--- src/rtl/xgriscv_divider.sv ---
`default_nettype none
// ============================================================================
// Module   : xgriscv_divider
// Purpose  : Multi-cycle radix-2 restoring divider for the execute stage.
//            Implements RV32M DIV / DIVU / REM / REMU, one quotient bit per
//            cycle. Divide-by-zero and signed overflow complete immediately.
// Ports    : clk    - core clock, rising edge
//            reset  - synchronous active-high reset
//            start  - issue request, honoured only while busy=0
//            op     - 00 DIV, 01 DIVU, 10 REM, 11 REMU
//            a, b   - dividend / divisor, captured on accepted start
//            flush  - abort any in-flight operation
//            busy   - operation in progress (CALC or FIX)
//            done   - one-cycle completion pulse
//            result - quotient or remainder, held until next completion
// Revision : 1.0 - initial release
// ============================================================================
module xgriscv_divider #(
    parameter int XLEN = 32
) (
    input  logic            clk,
    input  logic            reset,
    input  logic            start,
    input  logic [1:0]      op,
    input  logic [XLEN-1:0] a,
    input  logic [XLEN-1:0] b,
    input  logic            flush,
    output logic            busy,
    output logic            done,
    output logic [XLEN-1:0] result
);

    localparam int              c_CNT_W    = $clog2(XLEN);
    localparam logic [c_CNT_W-1:0] c_CNT_INIT = c_CNT_W'(XLEN - 1);
    localparam logic [XLEN-1:0] c_ONES     = {XLEN{1'b1}};
    localparam logic [XLEN-1:0] c_MIN_NEG  = {1'b1, {(XLEN-1){1'b0}}};

    localparam logic [1:0] S_IDLE = 2'd0;
    localparam logic [1:0] S_CALC = 2'd1;
    localparam logic [1:0] S_FIX  = 2'd2;
    localparam logic [1:0] S_DONE = 2'd3;

    logic [1:0]         r_state;
    logic [XLEN-1:0]    r_rem;
    logic [XLEN-1:0]    r_quo;
    logic [XLEN-1:0]    r_divisor;
    logic [c_CNT_W-1:0] r_cnt;
    logic               r_q_neg;
    logic               r_r_neg;
    logic               r_sel_rem;
    logic [XLEN-1:0]    r_result;

    logic               w_accept;
    logic               w_signed;
    logic [XLEN-1:0]    w_a_abs;
    logic [XLEN-1:0]    w_b_abs;
    logic               w_div_zero;
    logic               w_overflow;
    logic [XLEN:0]      w_shift;
    logic [XLEN:0]      w_trial;
    logic [XLEN-1:0]    w_quo_fix;
    logic [XLEN-1:0]    w_rem_fix;

    // Only IDLE and DONE can take a new request; flush blocks acceptance.
    assign w_accept   = start && !flush && ((r_state == S_IDLE) || (r_state == S_DONE));
    assign w_signed   = !op[0];
    assign w_a_abs    = (w_signed && a[XLEN-1]) ? (~a + 1'b1) : a;
    assign w_b_abs    = (w_signed && b[XLEN-1]) ? (~b + 1'b1) : b;
    assign w_div_zero = (b == '0);
    assign w_overflow = w_signed && (a == c_MIN_NEG) && (b == c_ONES);

    // Partial remainder is always below the divisor, so the shifted value
    // plus one extra bit is enough to hold the trial subtraction.
    assign w_shift    = {r_rem, r_quo[XLEN-1]};
    assign w_trial    = w_shift - {1'b0, r_divisor};

    assign w_quo_fix  = r_q_neg ? (~r_quo + 1'b1) : r_quo;
    assign w_rem_fix  = r_r_neg ? (~r_rem + 1'b1) : r_rem;

    always_ff @(posedge clk) begin
        if (reset) begin
            r_state   <= S_IDLE;
            r_rem     <= '0;
            r_quo     <= '0;
            r_divisor <= '0;
            r_cnt     <= '0;
            r_q_neg   <= 1'b0;
            r_r_neg   <= 1'b0;
            r_sel_rem <= 1'b0;
            r_result  <= '0;
        end else if (flush) begin
            r_state <= S_IDLE;
        end else if (w_accept) begin
            r_sel_rem <= op[1];
            if (w_div_zero) begin
                r_result <= op[1] ? a : c_ONES;
                r_state  <= S_DONE;
            end else if (w_overflow) begin
                r_result <= op[1] ? '0 : a;
                r_state  <= S_DONE;
            end else begin
                r_rem     <= '0;
                r_quo     <= w_a_abs;
                r_divisor <= w_b_abs;
                r_cnt     <= c_CNT_INIT;
                r_q_neg   <= w_signed && (a[XLEN-1] ^ b[XLEN-1]);
                r_r_neg   <= w_signed && a[XLEN-1];
                r_state   <= S_CALC;
            end
        end else begin
            case (r_state)
                S_CALC: begin
                    // Dividend bits shift out of quo into rem while quotient
                    // bits shift in at the bottom.
                    if (!w_trial[XLEN]) begin
                        r_rem <= w_trial[XLEN-1:0];
                        r_quo <= {r_quo[XLEN-2:0], 1'b1};
                    end else begin
                        r_rem <= w_shift[XLEN-1:0];
                        r_quo <= {r_quo[XLEN-2:0], 1'b0};
                    end
                    r_cnt <= r_cnt - 1'b1;
                    if (r_cnt == '0) begin
                        r_state <= S_FIX;
                    end
                end
                S_FIX: begin
                    r_result <= r_sel_rem ? w_rem_fix : w_quo_fix;
                    r_state  <= S_DONE;
                end
                S_DONE: begin
                    r_state <= S_IDLE;
                end
                default: begin
                    r_state <= S_IDLE;
                end
            endcase
        end
    end

    assign busy   = (r_state == S_CALC) || (r_state == S_FIX);
    assign done   = (r_state == S_DONE);
    assign result = r_result;

endmodule
`default_nettype wire
--- config.mk ---
export PLATFORM = sky130hd
export DESIGN_NAME = xgriscv_divider
export DESIGN_NICKNAME = d
export VERILOG_FILES = /design/src/rtl/xgriscv_divider.sv
export SDC_FILE = /design/constraint.sdc
export NUM_CORES = 1
export LEC_CHECK = 0
export ABC_AREA = 1
export CORE_ASPECT_RATIO = 1.5
export CORE_MARGIN = 2
export CORE_UTILIZATION = 35
export CTS_BUF_LIST = sky130_fd_sc_hd__clkbuf_8
export DETAILED_ROUTE_END_ITERATION = 16
export PLACE_DENSITY_LB_ADDON = 0.2
export SLEW_MARGIN = 20
export SYNTH_ARGS = -nofsm -noshare
export SYNTH_HDL_FRONTEND = slang
export SYNTH_SLANG_ARGS = --single-unit
--- constraint.sdc ---
create_clock -name clk -period 2.07 [get_ports clk]
set_input_delay 0.414 -clock clk [delete_from_list [all_inputs] [get_ports clk]]
set_output_delay 0.414 -clock clk [all_outputs]
set_load 0.02 [all_outputs]
==> run summary <==
The run finished, with violations left. The final reports fail on negative setup slack. The run gives 936 as the iteration-0 DRC count of the detailed router. The minimum setup slack among reg-to-reg paths came out at -390 ps. The kind of end point of the critical path is a register.

The tools report the count of nets left with antenna violations after detail routing as 0. After detailed routing, the number of remaining DRC violations is 0. STA classifies the critical path startpoint as a register.

The instance count along the most critical hold path was 4. The tools report the final-report max-slew violation count as 0. The logs give 87 for the count of standard-cell rows and 0.000365 V for the maximum resistive drop on vdd. The congestion estimate from routability-driven global placement came to 1.00. The first detailed-routing pass ran for 5 iterations. At the worst endpoint, the arrival time is 2910 ps. The logs give 3,796 for the layout filler cell count and 9.68 nW for the standby leakage power. Yosys mapped a number of flops with a built-in enable equal to 0.

The average cell area after synthesis was 5.65 um2. The share of the clock period used by the worst path after layout works out to 1.19. Prior to clock tree synthesis, the placed netlist has a worst setup slack of -740 ps. The tools report the reg-to-reg endpoint as r_rem[28]. The final hold slack was 301 ps.

Broken down by cell family, the worst path's largest delay share belongs to simple AND/OR/NAND/NOR gates. The commonest cells after synthesis are nand2_1, inv_1, nand3_1. The overall routing resource usage is 0.277.

For hold timing, the worst endpoint is r_quo[24]. Static timing analysis puts the maximum clock frequency at 406 MHz. The mapped netlist covers 13,200 um2. The largest net degree at the start of global routing was 47.

Clock tree synthesis inserted a total of 17 buffers. The fraction of layout instances using a drive strength above 1 came out at 0.266. Synthesis inferred 138 register bits.

Overall via count from detail_route: 16.9k. The wire length of the first global-routing pass is 85.0 mm, and the instance count of the mapped netlist is 2,328. The initial antenna violation count came out at 1. Cell accounting for the most synthesized area: dfxtp_1. For this run, the number of Yosys warnings is 0. In this run the worst setup path begins at r_quo[31]. The clock transition at the registers of the reported paths is 90 ps, and the worst-margin pin slew is 595 ps. The die width was 162 um. Counting stages on the worst path, the most repeated cell is nand2_2. The path type of the worst min-delay path is in -> reg. The final-report setup violation count is 33. The most instantiated flip-flop cell in the synthesis netlist is dfxtp_1. The synthesized netlist contains 53 unique library cells.

The critical path is of the reg -> reg type. The clock passes through at most 2 buffers. The setup slack of the critical path after layout was -393 ps. The post-route setup TNS was -9680 ps; the worst max-slew margin expressed relative to the limit was 0.603.

The worst-skew pair later-pin latency was 510 ps; the total stage count of the critical path was 18. Across the routed clock network, the largest skew measured is 14.0 ps. The async set-reset flop share out of synthesis is 0, and the overall die area is 39,200 um2. At the worst endpoint, the required time is 2510 ps.

The detailed placer's ending HPWL was 44.9 mm. The largest driver fanout on the critical path is 9. TritonCTS built the clock tree. Traced cell by cell, the critical path runs through inv_4 -> ha_4 -> fa_2 -> inv_2 -> nand2_2 -> nand2_2 -> nand3_2 -> nand2_2 -> nand2_2 -> nand2_4 -> nand2_8 -> buf_6 -> nand3_4 -> buf_4 -> nand2_4 -> nand2_1 -> nand3_1 -> a21oi_1. On the worst path, the slowest cell contributes a delay of 400 ps.

For this design, the sink count on the clock tree is 138. The number of buffers and inverters on the critical path is 4, and the number of buffers inserted for hold repair after clock tree synthesis is 0. The share of the synthesized area in the top cell type is 0.210, and the count of endpoints failing hold in the final timing report is 0. The routed length per placed instance was 16.5 um. The placeable core region was 37,300 um2.

Counting cells, the worst reg-to-reg path comes to 18. After synthesis, the cell types taking the most area are dfxtp_1, nand2_1, nand3_1. The max-capacitance violation count was 0; the final design utilization was 0.529. From bottom edge to top edge, the die measures 242 um. Input and output buffers added on the ports amount to 103.

The power per unit of standard cell area was 440 nW/um2; the sum of overflow across all layers after global routing was 0. nand2_1 is the most common cell in the netlist. The sequential fraction of the synthesis area was 0.210; the layout net count was 2,976. Pin placement for this block handled 104 I/O pins. After layout, the minimum clock period comes to 2460 ps. Setup repair after global routing could not meet its margin everywhere. The root buffer cell was clkbuf_8. The H-tree generated during clock tree synthesis spans 4 levels. The tools report the initial core utilization as 0.353. The startpoint identified for the worst hold timing path is reset. The area added between synthesis and finish works out to 50.0%.

The largest individual stage delay along the critical path comes from the cell dfxtp_4. The run gives 16.4k as the number of global-route vias before repair. Reg-to-reg critical path startpoint: r_quo[31]. When the netlist entered floorplanning its net count stood at 2,442. The ratio of routed vias to standard cells works out to 5.02.

The logs give 8.68 mW for the overall power consumption and 55.5 mm for the total detailed-routing wirelength.
registers in the layout (all words and copies together) (netlist names), 2 cells and up:
register / count
r_divisor: 32
r_cnt: 5
r_rem: 32
r_quo: 32
r_state: 2
result: 32
cell type report:
type,count,area (um2),share of cell area
clock buffers,17,234,0.0119
multi-input cells,1789,9650,0.489
well taps,489,612,0.0310
repair buffers,604,5110,0.259
clock inverters,15,166,0.00843
flip-flops and latches,138,2780,0.141
diodes,1,2.50,0.000127
inverters,312,1190,0.0602
repair_timing:
action                                  CTS  global route
pin swaps                                 8            41
cloned                                    1             4
buffers inserted                         17            10
endpoints found under the setup margin  129           132
resized for setup                        87           188
worst register-to-register path: stages (launching register included):
cell and delay [ps]:
dfxtp_4 400, inv_4 50, ha_4 170, fa_2 370, inv_2 80, nand2_2 50
nand2_2 70, nand3_2 60, nand2_2 90, nand2_2 80, nand2_4 100, nand2_8 70
buf_6 130, nand3_4 130, buf_4 160, nand2_4 80, nand2_1 100, nand3_1 70
a21oi_1 140
routing by layer:
layer,track usage,part of all wire,vias to the layer above
met4,0.200,0.077,0
met3,0.0235,0.027,148
met1,0.289,0.38,7713
li1,-,-,8646
met2,0.511,0.52,385
met5,0,0,-
report_power, final:
part,internal [mW],switching [mW]
combinational,1.48,1.94
sequential,2.80,0.108
clock,1.09,1.26
total,5.37,3.31
worst max path at each step:
stage                     end  slack (ps)
global placement    r_rem[31]        -710
global route        r_rem[31]        -470
CTS                 r_rem[31]        -320
finish              r_rem[28]        -390
detailed placement  r_rem[31]        -740
floorplan           r_rem[19]         -30
cell usage in the layout (no fill, tap or decap), drive strengths merged, types with 16 or more instances in the layout:
cell           Yosys  layout
nand3            270     270
nand3b            16      16
nand2            649     652
nor3              30      30
o21ai            199     199
buf               36     500
dlymetal6s2s       0      18
a21oi            192     192
dfxtp            138     138
clkbuf            56      19
clkdlybuf4s50      0      81
ha                43      43
nand4             28      28
nor2             241     241
xor2              27      27
inv              309     315
cell families (layout without fill, tap and decap cells):
kind of cell	Yosys count	in the layout	synth area share
other	0	1	0
XOR/XNOR	41	41	0.0273
flip-flops	138	138	0.210
multiplexers	1	1	0.000761
adder cells (fa/ha/maj)	58	58	0.0530
buffers and inverters	404	948	0.124
AO/OA/AOI/OAI	435	435	0.174
AND/OR/NAND/NOR	1251	1254	0.411
stage by stage:
step	cells	instance area (um2)
after floorplan	2328	13200
after global placement	3301	18100
after detailed placement	3301	18100
after CTS	3351	18900
after global routing	3365	19700
final	3365	19700
(Power assumes the default switching activity.)
